File: src/rtl/nmr_pkg.sv
// Shared constants and scan-state encoding for the NMR acquisition datapath.
package nmr_pkg;
  localparam int ADC_W_DEFAULT      = 16;
  localparam int FIFO_DEPTH_DEFAULT = 16;

  typedef enum logic [1:0] {
    ST_IDLE  = 2'd0,
    ST_ACQ   = 2'd1,
    ST_FLUSH = 2'd2,
    ST_DONE  = 2'd3
  } scan_state_t;

  function automatic logic rising(input logic cur, input logic prev);
    return cur & ~prev;
  endfunction
endpackage

File: src/rtl/adc_sync_fifo.sv
// Single-clock first-word-fall-through FIFO; head word is presented on o_data while o_valid.
module adc_sync_fifo #(
  parameter int WIDTH = 32,
  parameter int DEPTH = 16
) (
  input  logic             clk,
  input  logic             rst_n,
  input  logic             i_push,
  input  logic [WIDTH-1:0] i_push_data,
  input  logic             i_pop,
  output logic             o_push_ok,
  output logic [WIDTH-1:0] o_data,
  output logic             o_valid
);
  localparam int AW = $clog2(DEPTH);

  logic [WIDTH-1:0] r_mem [DEPTH];
  logic [AW:0]      r_wr_ptr;
  logic [AW:0]      r_rd_ptr;
  logic             w_empty;
  logic             w_full;
  logic             w_pop;
  logic             w_push;

  // Extra pointer MSB separates full (MSBs differ) from empty (pointers equal).
  assign w_empty = (r_wr_ptr == r_rd_ptr);
  assign w_full  = (r_wr_ptr[AW] != r_rd_ptr[AW]) &&
                   (r_wr_ptr[AW-1:0] == r_rd_ptr[AW-1:0]);
  assign w_pop   = i_pop && !w_empty;
  assign w_push  = i_push && (!w_full || w_pop);

  always_ff @(posedge clk or negedge rst_n) begin
    if (!rst_n) begin
      r_wr_ptr <= '0;
      r_rd_ptr <= '0;
    end else begin
      if (w_push) r_wr_ptr <= r_wr_ptr + (AW+1)'(1);
      if (w_pop)  r_rd_ptr <= r_rd_ptr + (AW+1)'(1);
    end
  end

  always_ff @(posedge clk) begin
    if (w_push) r_mem[r_wr_ptr[AW-1:0]] <= i_push_data;
  end

  assign o_push_ok = w_push;
  assign o_valid   = !w_empty;
  assign o_data    = w_empty ? '0 : r_mem[r_rd_ptr[AW-1:0]];
endmodule

File: src/rtl/adc_sample_packer.sv
// Packs ADC samples pairwise into 2x-wide words and queues them for a ready/valid consumer.
//   state | meaning
//   IDLE  | waiting for a registered rising edge of ACQ_EN
//   ACQ   | accepting samples, pairing them into words
//   FLUSH | push a pending half-word, upper half zero
//   DONE  | SCAN_DONE high for this one cycle
module adc_sample_packer
  import nmr_pkg::*;
#(
  parameter int ADC_DATA_WIDTH   = ADC_W_DEFAULT,
  parameter int FIFO_DEPTH       = FIFO_DEPTH_DEFAULT,
  parameter int WORD_COUNT_WIDTH = 32
) (
  input  logic                          ADC_CLK,
  input  logic                          RESET_N,
  input  logic                          ACQ_EN,
  input  logic [ADC_DATA_WIDTH-1:0]     ADC_DATA,
  input  logic                          ADC_DATA_VALID,
  output logic [2*ADC_DATA_WIDTH-1:0]   DOUT,
  output logic                          DOUT_VALID,
  input  logic                          DOUT_READY,
  output logic [WORD_COUNT_WIDTH-1:0]   WORD_COUNT,
  output logic                          OVERFLOW,
  output logic                          SCAN_DONE
);
  scan_state_t                   r_state;
  logic                          r_acq_d1;
  logic                          r_acq_d2;
  logic                          r_have_lo;
  logic [ADC_DATA_WIDTH-1:0]     r_lo;
  logic [WORD_COUNT_WIDTH-1:0]   r_word_count;
  logic                          r_overflow;
  logic                          r_scan_done;

  logic                          w_accept;
  logic                          w_flush_push;
  logic                          w_push;
  logic [2*ADC_DATA_WIDTH-1:0]   w_push_data;
  logic                          w_push_ok;
  logic                          w_pop;

  // Raw ACQ_EN gates acceptance so a sample on the first cycle of scan-off is dropped.
  assign w_accept     = (r_state == ST_ACQ) && ACQ_EN && ADC_DATA_VALID;
  assign w_flush_push = (r_state == ST_FLUSH) && r_have_lo;
  assign w_push       = (w_accept && r_have_lo) || w_flush_push;
  assign w_push_data  = w_flush_push ? {{ADC_DATA_WIDTH{1'b0}}, r_lo} : {ADC_DATA, r_lo};
  assign w_pop        = DOUT_VALID && DOUT_READY;

  // Edge-detect flops reset high so a held ACQ_EN cannot restart a scan after reset.
  always_ff @(posedge ADC_CLK or negedge RESET_N) begin
    if (!RESET_N) begin
      r_state      <= ST_IDLE;
      r_acq_d1     <= 1'b1;
      r_acq_d2     <= 1'b1;
      r_have_lo    <= 1'b0;
      r_lo         <= '0;
      r_word_count <= '0;
      r_overflow   <= 1'b0;
      r_scan_done  <= 1'b0;
    end else begin
      r_acq_d1    <= ACQ_EN;
      r_acq_d2    <= r_acq_d1;
      r_scan_done <= 1'b0;
      if (w_push_ok && (r_word_count != '1))
        r_word_count <= r_word_count + WORD_COUNT_WIDTH'(1);
      if (w_push && !w_push_ok)
        r_overflow <= 1'b1;
      case (r_state)
        ST_IDLE: begin
          if (rising(r_acq_d1, r_acq_d2)) begin
            r_state      <= ST_ACQ;
            r_have_lo    <= 1'b0;
            r_word_count <= '0;
            r_overflow   <= 1'b0;
          end
        end
        ST_ACQ: begin
          if (!r_acq_d1) r_state <= ST_FLUSH;
          if (w_accept) begin
            if (r_have_lo) begin
              r_have_lo <= 1'b0;
            end else begin
              r_lo      <= ADC_DATA;
              r_have_lo <= 1'b1;
            end
          end
        end
        ST_FLUSH: begin
          r_state     <= ST_DONE;
          r_have_lo   <= 1'b0;
          r_scan_done <= 1'b1;
        end
        ST_DONE: r_state <= ST_IDLE;
        default: r_state <= ST_IDLE;
      endcase
    end
  end

  adc_sync_fifo #(
    .WIDTH (2*ADC_DATA_WIDTH),
    .DEPTH (FIFO_DEPTH)
  ) u_fifo (
    .clk         (ADC_CLK),
    .rst_n       (RESET_N),
    .i_push      (w_push),
    .i_push_data (w_push_data),
    .i_pop       (w_pop),
    .o_push_ok   (w_push_ok),
    .o_data      (DOUT),
    .o_valid     (DOUT_VALID)
  );

  assign WORD_COUNT = r_word_count;
  assign OVERFLOW   = r_overflow;
  assign SCAN_DONE  = r_scan_done;
endmodule

File: config.mk
export PLATFORM = sky130hd
export DESIGN_NAME = adc_sample_packer
export DESIGN_NICKNAME = d
export VERILOG_FILES = /design/src/rtl/nmr_pkg.sv /design/src/rtl/adc_sync_fifo.sv /design/src/rtl/adc_sample_packer.sv
export SDC_FILE = /design/constraint.sdc
export NUM_CORES = 1
export LEC_CHECK = 0
export ABC_AREA = 1
export CAP_MARGIN = 25
export CORE_MARGIN = 10
export CORE_UTILIZATION = 45
export CTS_CLUSTER_SIZE = 25
export DETAILED_ROUTE_END_ITERATION = 10
export GPL_TIMING_DRIVEN = 0
export SKIP_LAST_GASP = 1
export SLEW_MARGIN = 0
export SYNTH_ARGS = -nofsm -noshare
export SYNTH_HDL_FRONTEND = slang
export SYNTH_SLANG_ARGS = --single-unit
File: constraint.sdc
create_clock -name ADC_CLK -period 3.1 [get_ports ADC_CLK]
set_input_delay 0.62 -clock ADC_CLK [delete_from_list [all_inputs] [get_ports ADC_CLK]]
set_output_delay 0.62 -clock ADC_CLK [all_outputs]
set_load 0.005 [all_outputs]
# Yosys cells after proc, flatten, opt, wreduce, memory -nomap -nowiden
# Memory sizes are Yosys's and may differ from the RTL's.
# Cells that the tools add are included.
[op_classes] mux=18 n_div=0 reduce_logical=20 eq_ne=10 n_shift=0 bitwise_logic=3 n_addsub=3 multipliers=0 magnitude_cmp=0
[ops] op="$mux 32" count=5
[ops] op="$add 32x1->32 const B" count=1
[ops] op="$ne 32x32->1 const B" count=1
[ops] op="$add 5x1->5 const B" count=2
[ops] op="$logic_and 1x1->1" count=10
[ops] op="$mux 1" count=9
[ops] op="$pmux 2 s4" count=1
[ops] op="$ne 2x2->1 const B" count=3
[ops] op="$reduce_and 3->1" count=2
[ops] op="$eq 5x5->1" count=1
[ops] op="$eq 2x2->1 const B" count=2
[ops] op="$eq 4x4->1" count=1
[ops] op="$mux 2" count=2
[ops] op="$logic_not 1->1" count=3
[ops] op="$pmux 1 s3" count=1
[ops] op="$reduce_bool 3->1" count=1
[ops] op="$eq 2x1->1 const B" count=1
[ops] op="$logic_not 2->1" count=1
[ops] op="$logic_or 1x1->1" count=2
[ops] op="$not 1->1" count=2
[ops] op="$reduce_and 2->1" count=1
[ops] op="$and 1x1->1" count=1
[ops] op="$ne 1x1->1" count=1
[word_totals] latchBits=0 memories=1 out_inout_bits=67 register_bits=65 in_bits=21 mem_bits_rw=512 mem_bits_ro=0 word_cells=65
[memory_table] memory="u_fifo.r_mem" depth=16 word_bits=32 rd=1 rd_clocked_by_memory_dff=0 write_ports=1 line="adc_sync_fifo.sv:17" rtl="logic [WIDTH-1:0] r_mem [DEPTH];"

# Logic depth before layout (Yosys ltp)
[logic_depth] word_depth=11 depth_mapped=12 ltp_nobuf=11

# By module
# A second synthesis with hierarchy kept.
[unflattened] hier_cells=2685 area_unflattened_um2=26067.5
[modules_own_cells] mod="adc_sync_fifo" n_inst=1 area_each_um2=22979.5 cells_per_inst=2240
[modules_own_cells] mod="adc_sample_packer" n_inst=1 area_each_um2=3088.0 cells_per_inst=445

# Worst setup path after synthesis
# No wires, ideal clock.
[synth_path] kind="flip-flop to flip-flop" startpoint="register r_state[1]" endpoint="memory u_fifo.r_mem[0][0], enable pin" n_path_buf=0 synth_period_minus_slack_ps=3256 arrival_time_ps=2835 setup_slack_ps=-156 stages_incl_launch_ff=9 t_required_ps=2679 path_cell_list="dfrtp_1 -> inv_1 -> ha_1 -> nand3_1 -> o21ai_1 -> nand2_2 -> inv_1 -> nand2_1 -> nor2_1"
[synth_between] elab_chain_len=8
[synth_lines] element="start, declared" line="adc_sample_packer.sv:26" rtl="scan_state_t r_state;"
[synth_lines] element="start signal, assigned" line="adc_sample_packer.sv:52" rtl="r_state <= ST_IDLE;"
[synth_lines] element="start signal, assigned" line="adc_sample_packer.sv:71" rtl="r_state <= ST_ACQ;"
[synth_lines] element="start signal, assigned" line="adc_sample_packer.sv:78" rtl="if (!r_acq_d1) r_state <= ST_FLUSH;"
[synth_lines] element="$eq 2x1->1" line="adc_sample_packer.sv:43" rtl="assign w_accept = (r_state == ST_ACQ) && ACQ_EN && ADC_DATA_VALID;"
[synth_lines] element="$logic_and 1x1->1 (2 in series)" line="adc_sample_packer.sv:43"
[synth_lines] element="$logic_and 1x1->1" line="adc_sample_packer.sv:45" rtl="assign w_push = (w_accept && r_have_lo) || w_flush_push;"
[synth_lines] element="$logic_or 1x1->1 (*)" line="adc_sample_packer.sv:45"
[synth_lines] element="$logic_and 1x1->1 (*)" line="adc_sync_fifo.sv:30" rtl="assign w_push = i_push && (!w_full || w_pop);"
[synth_lines] element="$mux 1 (*)" line="adc_sync_fifo.sv:43" rtl="if (w_push) r_mem[r_wr_ptr[AW-1:0]] <= i_push_data;"
[synth_lines] element="$mux 1 (not written as such) (*)" line="adc_sync_fifo.sv:43"
[synth_lines] element="end, declared" line="adc_sync_fifo.sv:17"
# Mark *: on every way between the ends. The rest lies on a longest branch, timed or not.

# Worst setup path after layout
[layout_path] startpoint="register u_fifo.r_rd_ptr[0]" endpoint="output port DOUT[25]"
[layout_between] elab_chain_len=2
[layout_lines] element="start, declared" line="adc_sync_fifo.sv:19" rtl="logic [AW:0] r_rd_ptr;"
[layout_lines] element="start signal, assigned" line="adc_sync_fifo.sv:38" rtl="if (w_pop) r_rd_ptr <= r_rd_ptr + (AW+1)'(1);"
[layout_lines] element="$mem_v2 16x32 or $eq 5x5->1 (tied branches)"
[layout_lines] element="$mux 32 (*)" line="adc_sync_fifo.sv:48" rtl="assign o_data = w_empty ? '0 : r_mem[r_rd_ptr[AW-1:0]];"
[layout_lines] element="end, declared" line="adc_sample_packer.sv:19" rtl="output logic [2*ADC_DATA_WIDTH-1:0] DOUT,"
# Marked as above.

==> impl_metrics.toml <==
[run_status]
outcome = "finished, violations left"
failed_checks = "setup timing"

[worst_setup_path]
cp_max_fo = 7
worst_stage_delay_on_the_critical_path_ps = 450
critical_path.cell_chain = "buf_6, inv_8, buf_12, buf_12, buf_12, nor2_2, o211ai_1, nand3_1, a31oi_2, buf_2"
family_with_the_most_delay_on_the_worst_path = "buffers and inverters"
crit_path_top_delay_cell = "sky130_fd_sc_hd__dfrtp_2"
setup.worst_path.class = "register to primary output"
cp-end-kind = "primary output"
startpoint_type = "register"
cp_data_required_time_ps = 2480
critical_path_arrival_ps = 2630
crit_path_frequent_cell = "sky130_fd_sc_hd__buf_12"
cp_num_buf_inv = 6

[global_route]
antenna_found_initial = 0
first_global_vias = 17000
gr-usage-all-layers_pct = 22.4
maximum_number_of_pins_on_one_net_before_global_route_repair = 66
globalRoute.totalOverflow = 0
wire_length_of_the_first_global_routing_pass_um = 108000

[sta]
clock.fmax_mhz = 308
final.setup_skew_ps = 24.3
worst-slew-pin-transition_ps = 1090
timing.max_slew.rel_slack_pct = 27.0
grt_setup_unrepaired = "true"
setup_ws_ps = -146
layout_worst_path_cycle_share_pct = 105
timing.final.max_slew_violations = 0
final_hold_viol_count = 0
min_tclk_post_route_ps = 3250
setup_violation_total_in_the_final_timing_report = 27
fin_tns_setup_ps = -1510

[clock_network]
cts-buffers-inserted = 58
clock_tree.buffer_depth = 3
root_cell_of_the_clock_tree = "sky130_fd_sc_hd__clkbuf_16"
ctsHtreeMaxLevel = 2
clock_latency_ps = 630
clk_sink_count = 577
clkSlewWorstSetupHoldPaths_ps = 60
cts_tree = "yes"

[drt]
first_iter_violations = 2132
vias = 17400
antenna_violation_net_count_after_detailed_routing = 0
drt_drc_violations_left = 0
drt_first_pass_iters = 5
avgViaCountPerCell = 5.78
wirelength_um = 73400
detail_route.wl_per_cell_um = 24.3

[floorplan]
die_x_um = 251
ios = 88
die-area_um2 = 62900
num_rows = 84
initial_core_util_pct = 45.6
floorplan.core_area_um2 = 52700
chipHeight_um = 251

[logic_synthesis]
synth_area_um2 = 24000
ys_ff_latch = 577
synth-seq-area-share_pct = 70.9
avgSynthCellArea_um2 = 11.6
ys_top_cells_by_area = "sky130_fd_sc_hd__edfxtp_1 64%, sky130_fd_sc_hd__nor2_1 6.8%, sky130_fd_sc_hd__dfrtp_1 6.6%"
syn_nets = 2093
synth.lib_cells_used.distinct = 36
synth_area_leader_cell = "sky130_fd_sc_hd__edfxtp_1"
yosys.area.top_type_share_pct = 64.1
yosysWarningCount = 0
synthesis.instances = 2062

[finish]
final_layout_size_suffix_gt1_share_pct = 17.7
final-instance-count-excl-fill = 3017
layout.core_utilization_pct = 56.6
finalNetCount = 2314
areaGrowthSynthToFinish_pct = 24.3

[place]
place.detailed.hpwl_um = 47500
detailedPlace.worstSlack_ps = -622
dp_cells = 2857
gp_congestion = 0.867
io_buffers = 87

[run]
max_cap_violations = 0

[min_path]
hold_path.class = "input pin to async pin"

[power]
design_power_total_mw = 29.1
pd_cells_nw_per_um2 = 977
cellLeakagePower_nw = 10.5
irDropWorstVdd_v = 0.000463
-- area by class of cell --
type | instances | area (µm²)
Fill cell | 4216 | 22800
Inverter | 80 | 327
Clock buffer | 74 | 1570
Timing Repair Buffer | 163 | 1970
Sequential cell | 577 | 17000
Buffer | 114 | 1130
Antenna cell | 1 | 2.50
Tap cell | 688 | 861
Clock inverter | 31 | 285
Multi-Input combinational cell | 1289 | 6680
-- what timing repair did --
action,in CTS,in global routing
gates resized for setup,387,73
hold buffers,0,0
endpoints found under the setup margin,126,242
buffers inserted,24,14
pin swaps,74,73
cloned,6,6
-- metrics by stage --
step	hold WS [ps]	area (µm²)
finish	116	29800
global route	179	29800
CTS	147	29300
detailed placement	368	26200
global placement	366	25700
floorplan	324	24000
-- placed cells by master, fill, tap and decap left out, drive strengths merged, types with 9 or more instances in the layout --
master and n:
dfrtp 63, o21ai 292, clkinv 27, ha 10, nor2 444, o22ai 64
nand4 12, o211ai 64, a21oi 27, a31oi 22, xor2 10, nand2 274
clkdlybuf4s50 53, clkbuf 140, edfxtp 512, a2bb2oi 9, nand3 45, nand3b 10
buf 154, inv 76
-- synthesized netlist by cell type, drive strengths merged --
master / n
a21oi: 27
a2bb2oi: 9
a31oi: 22
a41oi: 1
and3: 1
buf: 52
clkbuf: 64
clkinv: 1
dfrtp: 63
dfstp: 2
edfxtp: 512
ha: 10
inv: 79
nand2: 274
nand3: 45
nand3b: 10
nand4: 12
nor2: 444
nor3: 4
o211ai: 64
o21ai: 292
o22ai: 64
xor2: 10
-- logic make-up (layout without fill, tap and decap cells) --
family	after synthesis	in the layout	synth area share, %
buffers and inverters	196	462	3.58
XOR/XNOR	10	10	0.365
other	0	1	0
adder cells (fa/ha/maj)	10	10	0.522
AO/OA/AOI/OAI	479	479	11.4
flip-flops	577	577	70.9
AND/OR/NAND/NOR	790	790	13.2
-- power by group --
part | switching (mW) | internal [mW]
clock | 2.97 | 3.97
sequential | 0.794 | 9.64
combinational | 7.22 | 4.53
-- worst register-to-register path, cell delays in order, from the launching register on --
cell	delay, ps
sky130_fd_sc_hd__dfrtp_2	450
sky130_fd_sc_hd__buf_4	160
sky130_fd_sc_hd__bufbuf_16	270
sky130_fd_sc_hd__nand2_2	70
sky130_fd_sc_hd__nand2_2	60
sky130_fd_sc_hd__nor2_4	170
sky130_fd_sc_hd__nand3_2	120
sky130_fd_sc_hd__nand2_2	170
sky130_fd_sc_hd__inv_1	140
sky130_fd_sc_hd__nand2_1	140
sky130_fd_sc_hd__clkinv_2	610
-- sequential cells by signal, indices dropped and copies added (netlist names) --
register,cells
OVERFLOW,1
r_have_lo,1
WORD_COUNT,32
SCAN_DONE,1
r_acq_d2,1
u_fifo.r_wr_ptr,5
r_state,2
u_fifo.r_mem,512
r_lo,16
u_fifo.r_rd_ptr,5
r_acq_d1,1
-- per-layer routing --
metal,part of all wire [%],GRT usage (%)
met1,41,30.0
met2,48,36.8
met3,9.0,4.47
met4,2.2,6.01
met5,0,0
-- worst paths after layout --
kind	start	end	slack, ps	depth (start not counted)
max	u_fifo.r_rd_ptr[0]$_DFFE_PN0P_	DOUT[25]	-150	10
min	RESET_N	SCAN_DONE$_DFF_PN0_	120	1
max reg2reg	u_fifo.r_rd_ptr[0]$_DFFE_PN0P_	u_fifo.r_mem[15][20]$_DFFE_PP_	210	10
min reg2reg	r_acq_d1$_DFF_PN1_	r_acq_d2$_DFF_PN1_	370	0
max in group asynchronous	RESET_N	u_fifo.r_rd_ptr[1]$_DFFE_PN0P_	2370	1
min in group ADC_CLK	r_acq_d1$_DFF_PN1_	r_acq_d2$_DFF_PN1_	370	0
No activity file was read; power rests on OpenSTA's default activity.
